**src/rtl/jpeg_ctrl_pkg.sv**
```systemverilog
// Shared types and constants for the JPEG encoder block-level control path.
package jpeg_ctrl_pkg;

    localparam int unsigned STATE_W  = 4;
    localparam int unsigned NUM_ROWS = 8;
    localparam int unsigned ROW_W    = 8;
    localparam int unsigned CNT_W    = 16;

    typedef enum logic [STATE_W-1:0] {
        IDLE,
        LOAD,
        DCT,
        CAPT,
        ROWS,
        ZZ,
        HSTART,
        HWAIT,
        DONE
    } seq_state_e;

    function automatic int unsigned max3(input int unsigned a, input int unsigned b,
                                         input int unsigned c);
        int unsigned ab;
        ab = (a > b) ? a : b;
        return (ab > c) ? ab : c;
    endfunction

endpackage

```
**src/rtl/jpeg_seq_timer.sv**
```systemverilog
// Loadable down-counter with a registered zero flag; stops at zero.
module jpeg_seq_timer #(
    parameter int unsigned WIDTH = 11
) (
    input  logic             clock,
    input  logic             reset,
    input  logic             load_i,
    input  logic [WIDTH-1:0] value_i,
    output logic [WIDTH-1:0] count_o,
    output logic             zero_o
);

    logic [WIDTH-1:0] cnt_q, cnt_d;
    logic             zero_q, zero_d;

    always_comb begin
        cnt_d = cnt_q;
        if (load_i) begin
            cnt_d = value_i;
        end else if (cnt_q != '0) begin
            cnt_d = cnt_q - WIDTH'(1);
        end
        zero_d = (cnt_d == '0);
    end

    always_ff @(posedge clock or posedge reset) begin
        if (reset) begin
            cnt_q  <= '0;
            zero_q <= 1'b1;
        end else begin
            cnt_q  <= cnt_d;
            zero_q <= zero_d;
        end
    end

    assign count_o = cnt_q;
    assign zero_o  = zero_q;

endmodule

```
**src/rtl/jpeg_block_sequencer.sv**
```systemverilog
// Per-8x8-block control sequencer: accepts one block per handshake and steps
// load, DCT, capture, row quantize, zigzag and Huffman, then waits for done.
module jpeg_block_sequencer
    import jpeg_ctrl_pkg::*;
#(
    parameter int unsigned DCT_CYCLES    = 8,
    parameter int unsigned QUANT_LATENCY = 1,
    parameter int unsigned HUFF_TIMEOUT  = 1024
) (
    input  logic             clock,
    input  logic             reset,
    input  logic             block_valid,
    output logic             block_ready,
    input  logic             huffman_done,
    input  logic             abort,
    output logic             input_enable,
    output logic             dct_enable,
    output logic             dct_end_enable,
    output logic [ROW_W-1:0] matrix_row,
    output logic             zigzag_input_enable,
    output logic             zigag_enable,
    output logic             Huffman_start,
    output logic             busy,
    output logic             block_done,
    output logic             timeout_err,
    output logic [CNT_W-1:0] block_count
);

    localparam int unsigned TMR_W =
        $clog2(max3(DCT_CYCLES, QUANT_LATENCY + 1, HUFF_TIMEOUT) + 1);

    seq_state_e       state_q, state_d;
    logic [ROW_W-1:0] row_q, row_d;
    logic [CNT_W-1:0] count_q, count_d;
    logic             timeout_q, timeout_d;
    logic             input_en_q, input_en_d;
    logic             dct_en_q, dct_en_d;
    logic             capt_q, capt_d;
    logic             zz_in_q, zz_in_d;
    logic             zig_q, zig_d;
    logic             hstart_q, hstart_d;
    logic             busy_q, busy_d;
    logic             done_q, done_d;

    logic             tmr_load;
    logic [TMR_W-1:0] tmr_value;
    logic [TMR_W-1:0] tmr_count;
    logic             tmr_zero;

    // One timer is time-shared: DCT run length, per-row hold, Huffman watchdog.
    jpeg_seq_timer #(.WIDTH(TMR_W)) u_timer (
        .clock   (clock),
        .reset   (reset),
        .load_i  (tmr_load),
        .value_i (tmr_value),
        .count_o (tmr_count),
        .zero_o  (tmr_zero)
    );

    always_comb begin
        state_d   = state_q;
        row_d     = row_q;
        count_d   = count_q;
        timeout_d = timeout_q;
        tmr_load  = 1'b0;
        tmr_value = '0;

        if (abort && (state_q != IDLE)) begin
            state_d = IDLE;
        end else begin
            case (state_q)
                IDLE: begin
                    if (block_valid) begin
                        state_d   = LOAD;
                        timeout_d = 1'b0;
                    end
                end
                LOAD: begin
                    state_d   = DCT;
                    tmr_load  = 1'b1;
                    tmr_value = TMR_W'(DCT_CYCLES - 1);
                end
                DCT: begin
                    if (tmr_zero) state_d = CAPT;
                end
                CAPT: begin
                    state_d   = ROWS;
                    row_d     = '0;
                    tmr_load  = 1'b1;
                    tmr_value = TMR_W'(QUANT_LATENCY);
                end
                ROWS: begin
                    if (tmr_zero) begin
                        if (row_q == ROW_W'(NUM_ROWS - 1)) begin
                            state_d = ZZ;
                        end else begin
                            row_d     = row_q + ROW_W'(1);
                            tmr_load  = 1'b1;
                            tmr_value = TMR_W'(QUANT_LATENCY);
                        end
                    end
                end
                ZZ: state_d = HSTART;
                HSTART: begin
                    // The HSTART cycle counts toward the watchdog window.
                    state_d   = HWAIT;
                    tmr_load  = 1'b1;
                    tmr_value = TMR_W'(HUFF_TIMEOUT - 2);
                end
                HWAIT: begin
                    if (huffman_done) begin
                        state_d = DONE;
                        count_d = count_q + CNT_W'(1);
                    end else if (tmr_zero) begin
                        state_d   = IDLE;
                        timeout_d = 1'b1;
                    end
                end
                DONE: state_d = IDLE;
                default: state_d = IDLE;
            endcase
        end

        // Strobes are decoded from the next state so they line up with it.
        input_en_d = (state_d == LOAD);
        dct_en_d   = (state_d == DCT);
        capt_d     = (state_d == CAPT);
        zz_in_d    = (state_d == ROWS) &&
                     (tmr_load ? (QUANT_LATENCY == 0) : (tmr_count == TMR_W'(1)));
        zig_d      = (state_d == ZZ);
        hstart_d   = (state_d == HSTART);
        busy_d     = (state_d != IDLE);
        done_d     = (state_d == DONE);
    end

    always_ff @(posedge clock or posedge reset) begin
        if (reset) begin
            state_q    <= IDLE;
            row_q      <= '0;
            count_q    <= '0;
            timeout_q  <= 1'b0;
            input_en_q <= 1'b0;
            dct_en_q   <= 1'b0;
            capt_q     <= 1'b0;
            zz_in_q    <= 1'b0;
            zig_q      <= 1'b0;
            hstart_q   <= 1'b0;
            busy_q     <= 1'b0;
            done_q     <= 1'b0;
        end else begin
            state_q    <= state_d;
            row_q      <= row_d;
            count_q    <= count_d;
            timeout_q  <= timeout_d;
            input_en_q <= input_en_d;
            dct_en_q   <= dct_en_d;
            capt_q     <= capt_d;
            zz_in_q    <= zz_in_d;
            zig_q      <= zig_d;
            hstart_q   <= hstart_d;
            busy_q     <= busy_d;
            done_q     <= done_d;
        end
    end

    assign block_ready         = (state_q == IDLE) && !reset;
    assign input_enable        = input_en_q;
    assign dct_enable          = dct_en_q;
    assign dct_end_enable      = capt_q;
    assign matrix_row          = row_q;
    assign zigzag_input_enable = zz_in_q;
    assign zigag_enable        = zig_q;
    assign Huffman_start       = hstart_q;
    assign busy                = busy_q;
    assign block_done          = done_q;
    assign timeout_err         = timeout_q;
    assign block_count         = count_q;

endmodule

```
**config.mk**
```make
export PLATFORM = sky130hd
export DESIGN_NAME = jpeg_block_sequencer
export DESIGN_NICKNAME = d
export VERILOG_FILES = /design/src/rtl/jpeg_ctrl_pkg.sv /design/src/rtl/jpeg_seq_timer.sv /design/src/rtl/jpeg_block_sequencer.sv
export SDC_FILE = /design/constraint.sdc
export NUM_CORES = 1
export LEC_CHECK = 0
export BUFFER_PORTS_ARGS = -buffer_cell sky130_fd_sc_hd__buf_2
export CORE_MARGIN = 3
export CORE_UTILIZATION = 45
export DETAILED_ROUTE_END_ITERATION = 10
export PLACE_DENSITY = 0.68
export REMOVE_ABC_BUFFERS = 1
export SKIP_CTS_REPAIR_TIMING = 1
export SYNTH_ARGS = -nofsm -noshare
export SYNTH_HDL_FRONTEND = slang
export SYNTH_HIERARCHICAL = 1
export SYNTH_SLANG_ARGS = --single-unit
export TNS_END_PERCENT = 10
```
**constraint.sdc**
```tcl
create_clock -name clock -period 2.95 [get_ports clock]
set_input_delay 0.295 -clock clock [delete_from_list [all_inputs] [get_ports clock]]
set_output_delay 0.295 -clock clock [all_outputs]
set_load 0.03 [all_outputs]
```
# Word level (Yosys, flattened, before mapping)
# Cells that the tools add are included.
# totals
output_inout_bits,34
register_bits,49
# op_classes
eq_ne,21
addsub,3
mux,26
bitwise,1
n_reduce_logical,15
# op_table
op,count
one-hot mux 10 bit (4 select lines),1
one-hot mux 4 bit (8 select lines),1
"== test 4 x 3 -> 1 bit, second input constant",7
two-way mux 4 bit,7
two-way mux 11 bit,2
"adder 16 x 1 -> 16 bit, second input constant",1
"== test 4 x 2 -> 1 bit, second input constant",4
two-way mux 8 bit,2
one-hot mux 8 bit (2 select lines),1
"== test 11 x 1 -> 1 bit, second input constant",1
logical NOT 11 bit,1
nonzero test 11 bit,1
"subtractor 11 x 1 -> 11 bit, second input constant",1
two-way mux 10 bit,1
two-way mux 1 bit,9
"adder 8 x 1 -> 8 bit, second input constant",1
"== test 4 x 1 -> 1 bit, second input constant",2
"== test 8 x 3 -> 1 bit, second input constant",1
nonzero test 4 bit,2
"!= test 2 bit, second input constant",3
AND reduction 5 bit,1
"== test 4 bit, second input constant",1
logical NOT 4 bit,1
"!= test 2 x 1 -> 1 bit, second input constant",2
other kinds (8),12

# Longest topological paths before layout
# depth
depth_word,7
ltp_mapped,10
ltp_nobuf,9

# Modules after synthesis
# Netlist, hierarchy kept.
# modules_own_cells
module,seq_area_each_um2,instances,area_each_um2,cells_per_inst
jpeg_block_sequencer,925.9,1,1869.3,183
jpeg_seq_timer,301.5,1,807.0,90

# Worst setup path before layout
# OpenSTA, ideal clock, no wires.
# synth_timing
path_type,reg-to-reg
start,register row_q[0] (netlist: matrix_row[0])
end,register u_timer.zero_q (netlist: u_timer/zero_o)
slack_ps,70
stages_incl_launch_ff,11
required_ps,2860
n_path_buf,1
arrival_ps,2790
setup_ps,90
cell_sequence,dfrtp_1 ha_1 nand4bb_1 o211ai_2 a31oi_1 buf_2 clkinv_1 mux2i_1 o221ai_2 or4_4 nor4_2
# synth_via
elab_chain_cells,7
word_cells_on_any_way,11
# synth_rtl
item,line,rtl
"start, declared",jpeg_block_sequencer.sv:33,"logic [ROW_W-1:0] row_q, row_d;"
"start signal, assigned",jpeg_block_sequencer.sv:152,row_q <= row_d;
== test 8 x 3 -> 1 bit,jpeg_block_sequencer.sv:94,if (row_q == ROW_W'(NUM_ROWS - 1)) begin
two-way mux 1 bit,jpeg_block_sequencer.sv:94,
two-way mux 1 bit,jpeg_block_sequencer.sv:93,if (tmr_zero) begin
one-hot mux 1 bit (2 select lines),jpeg_block_sequencer.sv:71,case (state_q)
two-way mux 1 bit,jpeg_block_sequencer.sv:68,if (abort && (state_q != IDLE)) begin
named net tmr_load,jpeg_block_sequencer.sv:45,logic tmr_load;
two-way mux 11 bit,jpeg_seq_timer.sv:18,if (load_i) begin
logical NOT 11 bit,jpeg_seq_timer.sv:23,zero_d = (cnt_d == '0);
named net u_timer.zero_d,jpeg_seq_timer.sv:14,"logic zero_q, zero_d;"
"end signal, assigned",jpeg_seq_timer.sv:32,zero_q <= zero_d;
"end, declared",jpeg_seq_timer.sv:14,
# The timed path passes the listed nets, and every way through them passes these cells.
# A chain may end at the register's enable or synchronous reset.

# Worst setup path in the final report
# layout_timing
start,register state_q[3]
end,register u_timer.zero_q (netlist: u_timer/zero_o)
# layout_via
elab_chain_cells,6
word_cells_on_any_way,13
# layout_rtl
item,line,rtl
"start, declared",jpeg_block_sequencer.sv:32,"seq_state_e state_q, state_d;"
"start signal, assigned",jpeg_block_sequencer.sv:151,state_q <= state_d;
== test 4 x 3 -> 1 bit (tied with other cells),jpeg_block_sequencer.sv:71,
OR reduction 3 bit (no source line),n/a,
one-hot mux 1 bit (2 select lines),jpeg_block_sequencer.sv:71,
two-way mux 1 bit (*),jpeg_block_sequencer.sv:68,
named net tmr_load,jpeg_block_sequencer.sv:45,
two-way mux 11 bit (*),jpeg_seq_timer.sv:18,
logical NOT 11 bit (*),jpeg_seq_timer.sv:23,
named net u_timer.zero_d,jpeg_seq_timer.sv:14,
# Mark *: on every way through the listed nets, which the timed path passes. The rest lies on a longest branch.

==> reports/results.txt <==
CP delay by family, top - simple AND/OR/NAND/NOR gates
CP peak stage delay - 500 ps
worst hold slack - -0.807 ps
EDFF count, synth - 0
Synth Register Bits - 49
Arrival @ worst endpoint - 2900 ps
Routed WL - 5.88 mm
pre-CTS setup slack - 58.8 ps
IO Port Bufs - 38
Row Count - 27
Power Dens Cells - 862 nW/um2
Worst Path Max Fanout - 10
Internal - 1.49 mW
number of I/O pins - 39
dpl hpwl - 4.43 mm
Antenna Nets Post-Route - 0
WS Path Type - flip-flop to flip-flop
switching portion of total power - 0.442
commonest cells after routing, fill and taps aside - dfrtp_1, buf_2, nand2_1
sequential share of the synthesized area - 0.459
global-route wire length before repair - 9.96 mm
Setup crit end kind - flip-flop
Tot GR Track Use - 0.173
DRC - 0
skew final - 8.44 ps
clock buffer depth - 2
P_sw - 1.18 mW
Clk network pwr share - 0.155
Post-Syn Instances - 273
clk root buf - clkbuf_8
vias in the first global route - 2,080
mean post-synth cell area - 9.80 um2
Max Slew Vio Count - 0
status - finished, violations left
crit-path cells - buf_4 > nor2_1 > nand2_1 > a31oi_1 > inv_2 > mux2i_1 > o221ai_2 > or4_4 > nor4_2
leakage power - 1.50 nW
failing checks - negative hold slack
Power Total - 2.68 mW
Crit path buffers/inverters - 2
CTS Buf Count - 5
worst setup margin - 266 ps
Async S/R FF share, synth - 1.00
DR iter-0 viols - 135
vias - 2,201
layout cells sized above 1 - 0.241
total core area - 5640 um2
Via density - 5.57
Final min period - 2680 ps
Antenna Cells - 0
setup_tns - 0 ps
CTS tree - done
full die area - 6910 um2
Slowest-stage cell, CP - dfrtp_1
top_reg_cell synth - dfrtp_1
Req. time, crit path - 3170 ps
RSZ-0062 raised after global routing - no
Sequential Power Share - 0.385
max-cap viol count - 0
Setup violations, final - 0
Clk Latency, worst-skew pair - 310 ps
post-DR wirelength/cell - 14.9 um
H-tree levels - 2
Hold Path Class - input pin to asynchronous set/reset pin
Layout area overhead - 16.0%
Pre-antenna DRT Iters - 4
commonest non-fill, non-tap cell in the layout - dfrtp_1
initial antenna violation count - 0
slew margin rel. - 0.528
Clock Pin Slew Worst Setup and Hold Paths - 100 ps
largest net degree at the start of global routing - 38
Tightest Pin Transition - 702 ps
Placer Congestion - 0.863
Initial Utilization - 0.474
Synth cell types - 65
DIE HEIGHT - 83.1 um
Chip Width - 83.1 um
crit start category - flip-flop
cell area after synthesis - 2680 um2
endpoints failing hold - 1
part of the cycle the worst path needs - 0.910
Congestion Overflow GR - 0
Peak VDD IR - 0.443 mV
CTS Sinks - 49
Peak Freq - 373 MHz
nets@finish - 330
combinational power share - 0.460
Ys Warns - 6
[final timing paths]
check | from | endpoint | slack, ps | depth (start not counted)
worst max-delay path | state_q[3]$_DFF_PP0_ | u_timer/zero_o$_DFF_PP1_ | 270 | 9
worst min-delay path | reset | u_timer/count_o[2]$_DFF_PP0_ | -0.8 | 2
worst max register to register | state_q[3]$_DFF_PP0_ | u_timer/zero_o$_DFF_PP1_ | 270 | 9
worst min register to register | block_count[15]$_DFFE_PP0P_ | block_count[15]$_DFFE_PP0P_ | 480 | 1
max in group asynchronous | reset | block_count[0]$_DFFE_PP0P_ | 2470 | 3
min in group clock | huffman_done | timeout_err$_DFFE_PP0P_ | 220 | 2
[cell usage after synthesis (3+ instances only)]
cell type	count	area, um2
clkbuf_1	4	15.0
nor2_1	27	101
nor2b_1	3	18.8
a21o_1	5	37.5
or3_1	5	31.3
ha_1	3	37.5
a31oi_1	3	18.8
inv_1	15	56.3
nor3_1	5	25.0
and2_1	3	18.8
o21ai_0	8	40.0
nor3b_1	4	30.0
a21oi_1	9	45.0
dfrtp_1	48	1200
xor2_1	5	43.8
nand3_1	10	50.1
nor4_1	8	50.1
nand4_1	6	37.5
xnor2_1	13	114
nand2_1	29	109
[metal layers]
metal,share of wire,up-vias,GRT usage,wire length [um]
met1,0.48,1051,0.240,2830
li1,-,1081,-,-
met5,0,-,0,0
met2,0.46,57,0.276,2710
met4,0.020,0,0.0550,115
met3,0.039,12,0.0298,229
[power by group through the flow]
stage / Sequential (mW) / Combinational (mW) / Clock, mW
floorplan: 1.13 / 0.762 / 0
global placement: 1.04 / 1.21 / 0
detailed placement: 1.04 / 1.22 / 0
CTS: 1.03 / 1.22 / 0.431
global route: 1.06 / 1.35 / 0.456
finish: 1.03 / 1.23 / 0.415
[cells by family after synthesis]
| logic type | count (synthesis) | synth area share |
|---|---|---|
| muxes | 2 | 0.00748 |
| AOI/OAI and AO/OA | 51 | 0.157 |
| and+or+nand+nor | 125 | 0.263 |
| xor gates and xnor gates | 18 | 0.0589 |
| DFF | 49 | 0.459 |
| other | 1 | 0.00140 |
| adders and majority gates | 3 | 0.0140 |
| buffers and inverters | 24 | 0.0402 |
[flip-flops by register name, summed over array words and instances (netlist names)]
signal and cells:
state_q 4, zigag_enable 1, dct_enable 1, dct_end_enable 1
block_done 1, block_count 16, Huffman_start 1, matrix_row 8
zigzag_input_enable 1, busy 1, u_timer/count_o 11, input_enable 1
u_timer/zero_o 1, timeout_err 1
[cell type report]
| cell class | instances | area, um2 |
|---|---|---|
| fillers | 514 | 2540 |
| clock buffers | 5 | 68.8 |
| well taps | 72 | 90.1 |
| inverters | 16 | 60.1 |
| repair buffers | 49 | 277 |
| flip-flops and latches | 49 | 1230 |
| multi-input cells | 201 | 1360 |
| clock inverters | 3 | 25.0 |
[metrics by stage]
stage,cells,cell area (um2),util
CTS,395,3090,0.548
global placement,387,3000,0.531
detailed placement,387,3000,0.531
global route,395,3100,0.550
finish,395,3100,0.550
floorplan,266,2630,-
No activity file was read; power rests on OpenSTA's default activity.
